$ cat config.mk
export PLATFORM = sky130hd
export DESIGN_NAME = shape_column_gen
export DESIGN_NICKNAME = d
export VERILOG_FILES = /design/src/rtl/shape_pkg.sv /design/src/rtl/shape_point_test.sv /design/src/rtl/shape_column_gen.sv
export SDC_FILE = /design/constraint.sdc
export NUM_CORES = 2
export LEC_CHECK = 0
export BUFFER_PORTS_ARGS = -buffer_cell sky130_fd_sc_hd__clkbuf_2
export CORE_AREA = 2 2 467 469
export CTS_BUF_LIST = sky130_fd_sc_hd__clkbuf_4 sky130_fd_sc_hd__clkbuf_8
export CTS_CLUSTER_DIAMETER = 150
export DETAILED_ROUTE_END_ITERATION = 7
export DIE_AREA = 0 0 469 471
export PLACE_DENSITY_LB_ADDON = 0.05
export SYNTH_ARGS = -nofsm -noshare
export SYNTH_HDL_FRONTEND = slang
export SYNTH_SLANG_ARGS = --single-unit
$ cat constraint.sdc
create_clock -name clk_in -period 9.24 [get_ports clk_in]
set_input_delay 1.848 -clock clk_in [delete_from_list [all_inputs] [get_ports clk_in]]
set_output_delay 1.848 -clock clk_in [all_outputs]
set_load 0.03 [all_outputs]
$ cat src/rtl/shape_pkg.sv
// Shared types and width helpers for the POV shape column generator.
//   shape_mode_t : runtime shape select carried on mode_in
//   state_t      : request FSM states of shape_column_gen
//   coord_width  : width of a coordinate/distance (dx, dy) for a given panel
//   dist2_width  : width of dx^2 + dy^2 without truncation
package shape_pkg;

  typedef enum logic [1:0] {
    SHAPE_OFF     = 2'd0,
    SHAPE_SPHERE  = 2'd1,
    SHAPE_SHELL   = 2'd2,
    SHAPE_DIAMOND = 2'd3
  } shape_mode_t;

  typedef enum logic [1:0] {
    S_IDLE = 2'd0,
    S_CALC = 2'd1,
    S_DONE = 2'd2
  } state_t;

  // Wide enough for the column index, the row index and both centre offsets.
  function automatic int unsigned coord_width(input int unsigned cols,
                                              input int unsigned rows);
    int unsigned wc;
    int unsigned wr;
    wc = $clog2(cols);
    wr = $clog2(rows);
    return ((wc > wr) ? wc : wr) + 1;
  endfunction

  function automatic int unsigned dist2_width(input int unsigned cols,
                                              input int unsigned rows);
    return 2 * coord_width(cols, rows) + 1;
  endfunction

endpackage

$ cat src/rtl/shape_point_test.sv
// Two-stage point test for one display channel.
//   Stage 1 (registered): dx = |col - CX|, dy = |row - CY|, out-of-range flag.
//   Stage 2 (combinational from stage 1): d^2 / r^2 comparison -> lit_out.
//   The caller registers lit_out, so a row issued on edge N is lit-resolved
//   for the write on edge N+1.
// Ports:
//   clk_in, rst_in   clock, synchronous active-low reset
//   col_idx_in       absolute column index (>= NUM_COLS means blank column)
//   row_in           row being issued this cycle
//   mode_in          shape select, held stable by the caller while in flight
//   radius_in        radius in pixels, held stable by the caller
//   lit_out          pixel result for the row captured on the previous edge
// Build option: SHAPE_COLUMN_GEN_SHELL_EN enables SHELL; otherwise SHELL = OFF.
module shape_point_test
  import shape_pkg::*;
#(
  parameter int unsigned NUM_COLS = 64,
  parameter int unsigned NUM_ROWS = 64
) (
  input  logic                       clk_in,
  input  logic                       rst_in,
  input  logic [$clog2(NUM_COLS):0]  col_idx_in,
  input  logic [$clog2(NUM_ROWS):0]  row_in,
  input  shape_mode_t                mode_in,
  input  logic [$clog2(NUM_ROWS):0]  radius_in,
  output logic                       lit_out
);

  localparam int unsigned CW  = coord_width(NUM_COLS, NUM_ROWS);
  localparam int unsigned D2W = dist2_width(NUM_COLS, NUM_ROWS);
  localparam int unsigned CX  = NUM_COLS / 2;
  localparam int unsigned CY  = NUM_ROWS / 2;

  logic [CW-1:0] col_w;
  logic [CW-1:0] row_w;
  logic [CW-1:0] dx_d, dx_q;
  logic [CW-1:0] dy_d, dy_q;
  logic          oor_d, oor_q;

  // Stage 1: absolute offsets from the panel centre.
  always_comb begin
    col_w = CW'(col_idx_in);
    row_w = CW'(row_in);
    oor_d = (col_w >= CW'(NUM_COLS));
    dx_d  = (col_w >= CW'(CX)) ? (col_w - CW'(CX)) : (CW'(CX) - col_w);
    dy_d  = (row_w >= CW'(CY)) ? (row_w - CW'(CY)) : (CW'(CY) - row_w);
  end

  always_ff @(posedge clk_in) begin
    if (!rst_in) begin
      dx_q  <= '0;
      dy_q  <= '0;
      oor_q <= 1'b0;
    end else begin
      dx_q  <= dx_d;
      dy_q  <= dy_d;
      oor_q <= oor_d;
    end
  end

  // Stage 2: full-width squared distances, no truncation anywhere.
  logic [D2W-1:0] d2;
  logic [D2W-1:0] r2;
  logic [CW:0]    manhattan;
`ifdef SHAPE_COLUMN_GEN_SHELL_EN
  logic [CW-1:0]  rm1;
  logic [D2W-1:0] rm1_2;
`endif

  always_comb begin
    d2        = D2W'(dx_q) * D2W'(dx_q) + D2W'(dy_q) * D2W'(dy_q);
    r2        = D2W'(radius_in) * D2W'(radius_in);
    manhattan = (CW + 1)'(dx_q) + (CW + 1)'(dy_q);
`ifdef SHAPE_COLUMN_GEN_SHELL_EN
    rm1       = CW'(radius_in) - CW'(1);
    rm1_2     = D2W'(rm1) * D2W'(rm1);
`endif
    lit_out = 1'b0;
    if (!oor_q) begin
      case (mode_in)
        SHAPE_SPHERE:  lit_out = (d2 <= r2);
`ifdef SHAPE_COLUMN_GEN_SHELL_EN
        // r = 0 degenerates to the single centre pixel.
        SHAPE_SHELL:   lit_out = (radius_in == '0) ? (d2 == '0)
                                                   : ((d2 <= r2) && (d2 > rm1_2));
`else
        SHAPE_SHELL:   lit_out = 1'b0;
`endif
        SHAPE_DIAMOND: lit_out = (manhattan <= (CW + 1)'(radius_in));
        default:       lit_out = 1'b0;
      endcase
    end
  end

endmodule

$ cat src/rtl/shape_column_gen.sv
// Sequential shape column generator for the rotating POV display.
// On an accepted request it latches the per-channel column indices, shape,
// radius and colour, then streams rows 0..NUM_ROWS-1 through one
// shape_point_test pipeline per channel and fills the result buffer. The
// finished columns are offered to the column loader under valid/ready.
// Ports:
//   clk_in, rst_in   clock, synchronous active-low reset
//   req_valid_in     request valid; req_ready_out high only in IDLE
//   col_index_in     per-channel column index, channel c at [c*IW +: IW]
//   mode_in          0 OFF, 1 SPHERE, 2 SHELL, 3 DIAMOND
//   radius_in        radius in pixels
//   color_in         colour of lit pixels
//   columns_out      pixel (c,row) at [(c*NUM_ROWS+row)*RGB_RES +: RGB_RES]
//   col_valid_out    result valid; col_ready_in consumer accept
//   busy_out         high while rows are being computed
// Build option: SHAPE_COLUMN_GEN_SHELL_EN enables SHELL mode (else mode 2 = OFF).
module shape_column_gen
  import shape_pkg::*;
#(
  parameter int unsigned SCAN_RATE    = 32,
  parameter int unsigned NUM_COLS     = 64,
  parameter int unsigned NUM_ROWS     = 64,
  parameter int unsigned RGB_RES      = 9,
  parameter int unsigned NUM_CHANNELS = 2
) (
  input  logic                                             clk_in,
  input  logic                                             rst_in,
  input  logic                                             req_valid_in,
  output logic                                             req_ready_out,
  input  logic [NUM_CHANNELS*($clog2(NUM_COLS)+1)-1:0]     col_index_in,
  input  logic [1:0]                                       mode_in,
  input  logic [$clog2(NUM_ROWS):0]                        radius_in,
  input  logic [RGB_RES-1:0]                               color_in,
  output logic [NUM_CHANNELS*NUM_ROWS*RGB_RES-1:0]         columns_out,
  output logic                                             col_valid_out,
  input  logic                                             col_ready_in,
  output logic                                             busy_out
);

  localparam int unsigned IW    = $clog2(NUM_COLS) + 1;
  localparam int unsigned RW    = $clog2(NUM_ROWS) + 1;
  localparam int unsigned BUF_W = NUM_CHANNELS * NUM_ROWS * RGB_RES;

  state_t                     state_d, state_q;
  logic [RW-1:0]              row_d, row_q;
  logic                       s1_valid_d, s1_valid_q;
  logic [RW-1:0]              s1_row_d, s1_row_q;
  logic                       wr_last_d, wr_last_q;
  logic [NUM_CHANNELS*IW-1:0] col_idx_d, col_idx_q;
  shape_mode_t                mode_d, mode_q;
  logic [RW-1:0]              radius_d, radius_q;
  logic [RGB_RES-1:0]         color_d, color_q;
  logic [BUF_W-1:0]           columns_d, columns_q;
  logic [NUM_CHANNELS-1:0]    lit;

  assign req_ready_out = (state_q == S_IDLE);
  assign busy_out      = (state_q == S_CALC);
  assign col_valid_out = (state_q == S_DONE);
  assign columns_out   = columns_q;

  for (genvar c = 0; c < NUM_CHANNELS; c++) begin : g_ch
    shape_point_test #(
      .NUM_COLS (NUM_COLS),
      .NUM_ROWS (NUM_ROWS)
    ) u_point (
      .clk_in     (clk_in),
      .rst_in     (rst_in),
      .col_idx_in (col_idx_q[c*IW +: IW]),
      .row_in     (row_q),
      .mode_in    (mode_q),
      .radius_in  (radius_q),
      .lit_out    (lit[c])
    );
  end

  always_comb begin
    state_d    = state_q;
    row_d      = row_q;
    s1_valid_d = 1'b0;
    s1_row_d   = row_q;
    // The last row is written on the edge after it leaves stage 1; DONE
    // follows one edge later so the buffer is complete when valid rises.
    wr_last_d  = s1_valid_q && (s1_row_q == RW'(NUM_ROWS - 1));
    col_idx_d  = col_idx_q;
    mode_d     = mode_q;
    radius_d   = radius_q;
    color_d    = color_q;
    columns_d  = columns_q;

    case (state_q)
      S_IDLE: begin
        if (req_valid_in) begin
          state_d   = S_CALC;
          row_d     = '0;
          col_idx_d = col_index_in;
          mode_d    = shape_mode_t'(mode_in);
          radius_d  = radius_in;
          color_d   = color_in;
          columns_d = '0;
        end
      end
      S_CALC: begin
        if (row_q < RW'(NUM_ROWS)) begin
          row_d      = row_q + 1'b1;
          s1_valid_d = 1'b1;
        end
        if (wr_last_q) begin
          state_d = S_DONE;
        end
      end
      S_DONE: begin
        if (col_ready_in) begin
          state_d = S_IDLE;
        end
      end
      default: state_d = S_IDLE;
    endcase

    // Row write for the row currently resolved by stage 2.
    if (s1_valid_q) begin
      for (int unsigned c = 0; c < NUM_CHANNELS; c++) begin
        columns_d[(c * NUM_ROWS + int'(s1_row_q)) * RGB_RES +: RGB_RES] =
          lit[c] ? color_q : '0;
      end
    end
  end

  always_ff @(posedge clk_in) begin
    if (!rst_in) begin
      state_q    <= S_IDLE;
      row_q      <= '0;
      s1_valid_q <= 1'b0;
      s1_row_q   <= '0;
      wr_last_q  <= 1'b0;
      col_idx_q  <= '0;
      mode_q     <= SHAPE_OFF;
      radius_q   <= '0;
      color_q    <= '0;
      columns_q  <= '0;
    end else begin
      state_q    <= state_d;
      row_q      <= row_d;
      s1_valid_q <= s1_valid_d;
      s1_row_q   <= s1_row_d;
      wr_last_q  <= wr_last_d;
      col_idx_q  <= col_idx_d;
      mode_q     <= mode_d;
      radius_q   <= radius_d;
      color_q    <= color_d;
      columns_q  <= columns_d;
    end
  end

endmodule
Word level (Yosys, flattened, before mapping). Index checks and enable logic that the tools add are counted.

Equality and inequality tests: 9. Multiply operators: 6. Add/sub/neg operators: 14. Reductions and logical operators: 7. Multiplexer cells: 22. Order comparisons: 10. Shift operators: 4.

Operators with widths (count): 2-to-1 mux 1152 bit (3); bitwise mux 1152 bit (2); variable shift 9 x 34 -> 1152 bit (first input constant) (2); variable part select 9 x 34 -> 1152 bit (2); multiplier 7 x 7 -> 14 bit (4); 2-to-1 mux 7 bit (5); negator 11 -> 34 bit (1); negator 12 -> 34 bit (1); adder 14 x 14 -> 15 bit (2); <= comparator 15 x 14 -> 1 bit (2); greater-or-equal comparator 7 x 6 -> 1 bit (second input constant) (3); subtractor 6 x 7 -> 7 bit (first input constant) (3); subtractor 7 x 6 -> 7 bit (second input constant) (3); 2-to-1 mux 9 bit (2); adder 7 x 7 -> 8 bit (2); <= comparator 8 x 7 -> 1 bit (2); greater-or-equal comparator 7 bit (second input constant) (2); case mux 7 bit (2 select lines) (1); multiplier 8 x 4 -> 12 bit (second input constant) (1); multiplier 7 x 4 -> 11 bit (second input constant) (1); adder 7 x 7 -> 8 bit (first input constant) (1); adder 7 x 1 -> 7 bit (second input constant) (1); == test 7 x 6 -> 1 bit (second input constant) (1); less-than comparator 7 bit (second input constant) (1); other kinds (13) (24).

Output and inout bits: 1155. Logic and storage cells: 87. Register bits after elaboration: 1225. Bits of input ports: 36.

Depth between registers and ports, before layout.
Depth after elaboration: 10. Depth in mapped cells: 42. Depth with buffers taken out: 37.

By module. From an unflattened synthesis, not the netlist that was laid out.

Cell total of the unflattened synthesis: 7943. Area total of the unflattened synthesis: 66035.8 um^2.

By module, submodules not included: shape_column_gen (instances 1, area an instance 55680.9 um^2, sequential area each 24063.1 um^2, cells each 6735); shape_point_test (instances 2, area an instance 5177.5 um^2, sequential area each 300.3 um^2, cells each 604).

Worst setup path before layout. No wires, ideal clock.

Kind: register to register. Start: reg s1_row_q[0]. End: reg columns_q[200], in the netlist columns_out[200]. Cell stages (with the launch flop): 39. Data required time: 9.155 ns. Arrival: 9.085 ns. Path slack: 0.070 ns. Period minus slack after synthesis: 9.170 ns. Library setup time: 0.085 ns. Buffers on the path: 5. Cells stage by stage: dfxtp_1 -> clkbuf_1 -> clkbuf_1 -> and2_1 -> xnor2_1 -> ha_1 -> inv_1 -> fa_1 -> inv_1 -> fa_1 -> fa_1 -> ha_1 -> a21boi_0 -> nor2_1 -> fa_1 -> fa_1 -> inv_1 -> fa_1 -> (+3 left out) -> o21bai_1 -> a21oi_1 -> o21bai_1 -> a21oi_1 -> nor3_1 -> a211o_1 -> ha_1 -> a211oi_1 -> o211ai_1 -> a211o_1 -> a2111oi_4 -> mux2i_4 -> nand2_1 -> buf_4 -> nand2_1 -> buf_2 -> buf_1 -> o221ai_1.

Cells in the longest elaborated chain, start to end: 6. Elaborated cells on any way between the ends: 12. Those cells by class: add/sub: 3; mul: 2; shift: 4; mux: 3.

RTL lines: start: declaration (line shape_column_gen.sv:47) `logic [RW-1:0] s1_row_d, s1_row_q;`; start signal: assignment (line shape_column_gen.sv:144) `s1_row_q <= s1_row_d;`; adder 7 x 7 -> 8 bit or multiplier 7 x 4 -> 11 bit (tied branches) (line shape_column_gen.sv:122) `columns_d[(c * NUM_ROWS + int'(s1_row_q)) * RGB_RES +: RGB_RES] =`; multiplier 8 x 4 -> 12 bit or negator 11 -> 34 bit (tied branches) (line shape_column_gen.sv:122); negator 12 -> 34 bit, or another cell as far along (line shape_column_gen.sv:122); variable part select 9 x 34 -> 1152 bit, or another cell as far along (line shape_column_gen.sv:122); bitwise mux 1152 bit * (line shape_column_gen.sv:122); 2-to-1 mux 1152 bit * (line shape_column_gen.sv:120) `if (s1_valid_q) begin`; end signal: assignment (line shape_column_gen.sv:150) `columns_q <= columns_d;`; end: declaration (line shape_column_gen.sv:53) `logic [BUF_W-1:0] columns_d, columns_q;`.

Mark *: on every way between the ends. The rest lies on a longest branch, timed or not. A chain may end at the register's enable or synchronous reset.

Worst setup path after layout.
Start: reg g_ch[1].u_point.dy_q[2]. End: reg columns_q[216], in the netlist columns_out[216].

Cells in the longest elaborated chain, start to end: 10. Elaborated cells on any way between the ends: 20. Those cells by class: add/sub: 4; mul: 1; order compare: 4; shift: 2; mux: 9.

RTL lines: start: declaration (line shape_point_test.sv:37) `logic [CW-1:0] dy_d, dy_q;`; start signal: assignment (line shape_point_test.sv:56) `dy_q <= dy_d;`; multiplier 7 x 7 -> 14 bit (line shape_point_test.sv:71) `d2 = D2W'(dx_q) * D2W'(dx_q) + D2W'(dy_q) * D2W'(dy_q);`; adder 14 x 14 -> 15 bit; <= comparator 15 x 14 -> 1 bit; case mux 1 bit (2 select lines); 2-to-1 mux 1 bit; 2-to-1 mux 9 bit; variable part select 9 x 34 -> 1152 bit; bitwise mux 1152 bit; bitwise mux 1152 bit * (line shape_column_gen.sv:122); 2-to-1 mux 1152 bit * (line shape_column_gen.sv:120).

Marks and branches as above.

==> out/results.txt <==
Violated checks - DRC, capacitance limit, slew limit
FP Rows - 171
Fmax - 0.1124 GHz
RD Place Congestion - 0.9574
Most frequent cell after synthesis - dfxtp_1
WHS Endpoint - columns_out[91]
Crit share post-route - 96.27%
Flop and latch count out of synthesis - 1,224
Synthesized area - 55,990 um^2
First-pass GRT wire length - 493,500 um
LEAKAGE - 28.84 nW
Root Buffer - clkbuf_8
Final setup fails - 0
Initial core utilization - 25.91%
Layout Skew - 0.07725 ns
Drt wl/cell - 33.88 um
Layout area overhead - 31.38%
Design area - 73,560 um^2
DR vias - 61.22k
Via density - 5.645
Setup TNS - 0 ns
Detailed-router iteration count before antenna repair - 8
Critical Path End Type - register
Port bufs - 1,190
Die ar. - 220,900 um^2
Post-Syn Area per Cell - 8.589 um^2
Combinational power share - 11.3%
Max_slew headroom - -2.467%
Layout cell share with drive strength beyond 1 - 27.27%
Final hold violations - 0
Clock Pin Slew Worst Setup and Hold Paths - 0.06 ns
Grt total ovfl - 0
Cell Area, Placed - 67,770 um^2
Critical Path Slowest Stage Cell - fa_1
All-Layer GR Usage - 31.51%
DPL Wire Length - 265,200 um
Worst Setup Path Type - register to register
Num CTS Buffers - 230
Adder-cell share of the synthesized area - 6.610%
Main combinational cell family by area after synthesis - compound AO/OA/AOI/OAI gates
XOR/XNOR Fraction of Synth Area - 1.077%
Yosys synthesis warning count - 0
Pwr dens - 172.7 nW/um^2
Reg2reg start - g_ch[1].u_point.dy_q[2]
Final ANT Viol Nets - 0
CP max FO - 12
Final Slew Violations - 7
Switching Share - 29.25%
Worst hold path type - register to register
Vias in the first global route - 58.36k
CP most frequent cell - fa_1
Hold path cells - 2
H-Tree Depth - 4
Post-synth EDFFs - 0
Maxcap violations - 1
Worst Setup Start Kind - register
Top cells by count, synth - 1,224 x dfxtp_1, 1,053 x nand2_1, 546 x o21ai_0
Status - finished with violations
Mux cell area share after synthesis - 0.2279%
Worst reg-to-reg setup slack - 0.34 ns
Leading area contributor after synthesis - dfxtp_1
Min-delay src - columns_out[91]
Synth unique cells - 90
Synth Instances - 6,519
Initial antenna violation count - 15
VDD IR max - 142.8 uV
Core Region - 216,100 um^2
CTS Hold Bufs - 0
Final WL - 367,400 um
1st-iter DRT viols - 6,605
Num ports - 1,191
Sequential power share - 42.3%
Chip Height - 471 um
Primary FF master, synth - dfxtp_1
Worst-Skew Late Latency - 1.03 ns
Top cell type's share of synthesized area - 43.76%
Die width - 469 um
Crit path time final - 8.895 ns
CP required - 10.15 ns
Nets@finish - 8,084
Clk pwr share - 46.4%
Worst R2R End - columns_out[216]
Sequential area share after synthesis - 43.76%
DRC Markers - 12
Pint - 0.008987 W
CTS tree - done
Pin count of the biggest net entering global routing - 190
Simple-gate share of the synthesized area - 17.57%
Longest Clk Path Bufs - 3
Post-synth net total - 6,801
P_sw - 0.003716 W
Synth top area cells - dfxtp_1 44%, nand2_1 7.1%, a221oi_1 5.8%
Register-to-Register Path Depth - 41
Worst-Margin Slew - 1.531 ns
Sink Count - 1,224
Post-synthesis compound-gate area fraction - 25.82%
RSZ-0062 raised after global routing - yes
Worst path max stage delay - 0.54 ns
Async set-or-reset flop fraction in the synthesized netlist - 0%
Arrival @ worst endpoint - 9.80 ns
critical path, delay by kind of cell (launching register included):
kind	cells	cell delay, ns
AND/OR/NAND/NOR	5	0.72
XOR/XNOR	2	0.25
flip-flops	1	0.33
AO/OA/AOI/OAI	11	1.90
buffers and inverters	13	1.55
adder cells (fa/ha/maj)	10	4.06
kinds of logic (layout without fill, tap and decap cells):
logic type / Yosys count / count (layout)
AND/OR/NAND/NOR: 2213 / 2213
multiplexers: 11 / 11
AO/OA/AOI/OAI: 2051 / 2051
buffers and inverters: 706 / 2166
flip-flops: 1224 / 1224
XOR/XNOR: 68 / 68
other: 0 / 11
adder cells (fa/ha/maj): 246 / 246
sequential cells by signal, summed over array words and instances, names as in the netlist:
signal,count
g_ch.u_point.oor_q,2
state_q,2
columns_out,1152
col_idx_q,14
mode_q,2
wr_last_q,1
row_q,7
s1_row_q,7
g_ch.u_point.dx_q,14
g_ch.u_point.dy_q,6
s1_valid_q,1
radius_q,7
color_q,9
timing repair:
item	CTS	global route
endpoints found under the setup margin	21	1152
hold endpoints to repair	0	0
cloned	0	10
setup buffers	0	25
resized for setup	2	63
pin swaps	0	36
cell usage in the layout, fill, tap and decap left out, types with 144 or more instances in the layout:
cell type,n
a221oi_1,372
nand2_1,1041
nor2_1,283
ha_1,156
a21oi_1,218
clkbuf_8,288
clkbuf_2,1190
buf_4,261
nor3_1,232
dfxtp_1,1222
inv_1,185
o21ai_0,543
o21ai_1,144
nand3_1,303
o221ai_1,210
metrics by stage:
stage	hold WS [ns]	setup slack, ns	std cells	total power [W]	utilization (%)
2_1_floorplan	0.4445	0.06969	6519	0.006225	-
4_1_cts	0.4517	0.06306	10800	0.01277	33.70
5_1_grt	0.4627	-0.1055	10840	0.01315	34.03
3_3_place_gp	0.4353	-0.06209	10390	0.006866	31.36
3_5_place_dp	0.4429	-0.05199	10390	0.006863	31.36
6_report	0.4480	0.3449	10840	0.01270	34.04
per-layer routing:
layer  global-route usage [%]  vias to the layer above  share of wire [%]
met1                    37.70                    30390                 39
met3                    9.901                      822                9.4
met4                    19.25                        4                7.3
li1                         -                    26850                  -
met2                    49.00                     3153                 44
met5                        0                        -             0.0052
cell type report:
| cell class | instances | area [um^2] |
|---|---|---|
| Timing Repair Buffer | 1565 | 10140 |
| Multi-Input combinational cell | 4589 | 29520 |
| Sequential cell | 1224 | 24510 |
| Clock inverter | 32 | 425.4 |
| Inverter | 192 | 733.2 |
| Clock buffer | 377 | 4632 |
| Tap cell | 2854 | 3571 |
| Antenna cell | 11 | 27.53 |
| Fill cell | 22760 | 142500 |
how the worst max path moves through the flow:
| stage | slack [ns] | cells past startpoint | to | start |
|---|---|---|---|---|
| after detailed placement | -0.05 | 36 | columns_out[675] | g_ch[1].u_point.dy_q[3] |
| after global placement | -0.06 | 39 | columns_out[1108] | g_ch[1].u_point.dy_q[2] |
| after CTS | 0.06 | 40 | columns_out[224] | g_ch[1].u_point.dy_q[4] |
| final | 0.34 | 41 | columns_out[216] | g_ch[1].u_point.dy_q[2] |
| after floorplan | 0.07 | 38 | columns_out[200] | s1_row_q[0] |
| after global routing | -0.11 | 40 | columns_out[219] | g_ch[1].u_point.dy_q[2] |
power groups by stage:
stage          Sequential [W]  Clock [W]  Combinational [W]
2_1_floorplan         0.00548          0           0.000745
3_3_place_gp          0.00549          0            0.00138
3_5_place_dp          0.00549          0            0.00137
4_1_cts               0.00538    0.00601            0.00138
5_1_grt               0.00538    0.00625            0.00152
6_report              0.00538    0.00589            0.00143
(Power assumes the default switching activity.)
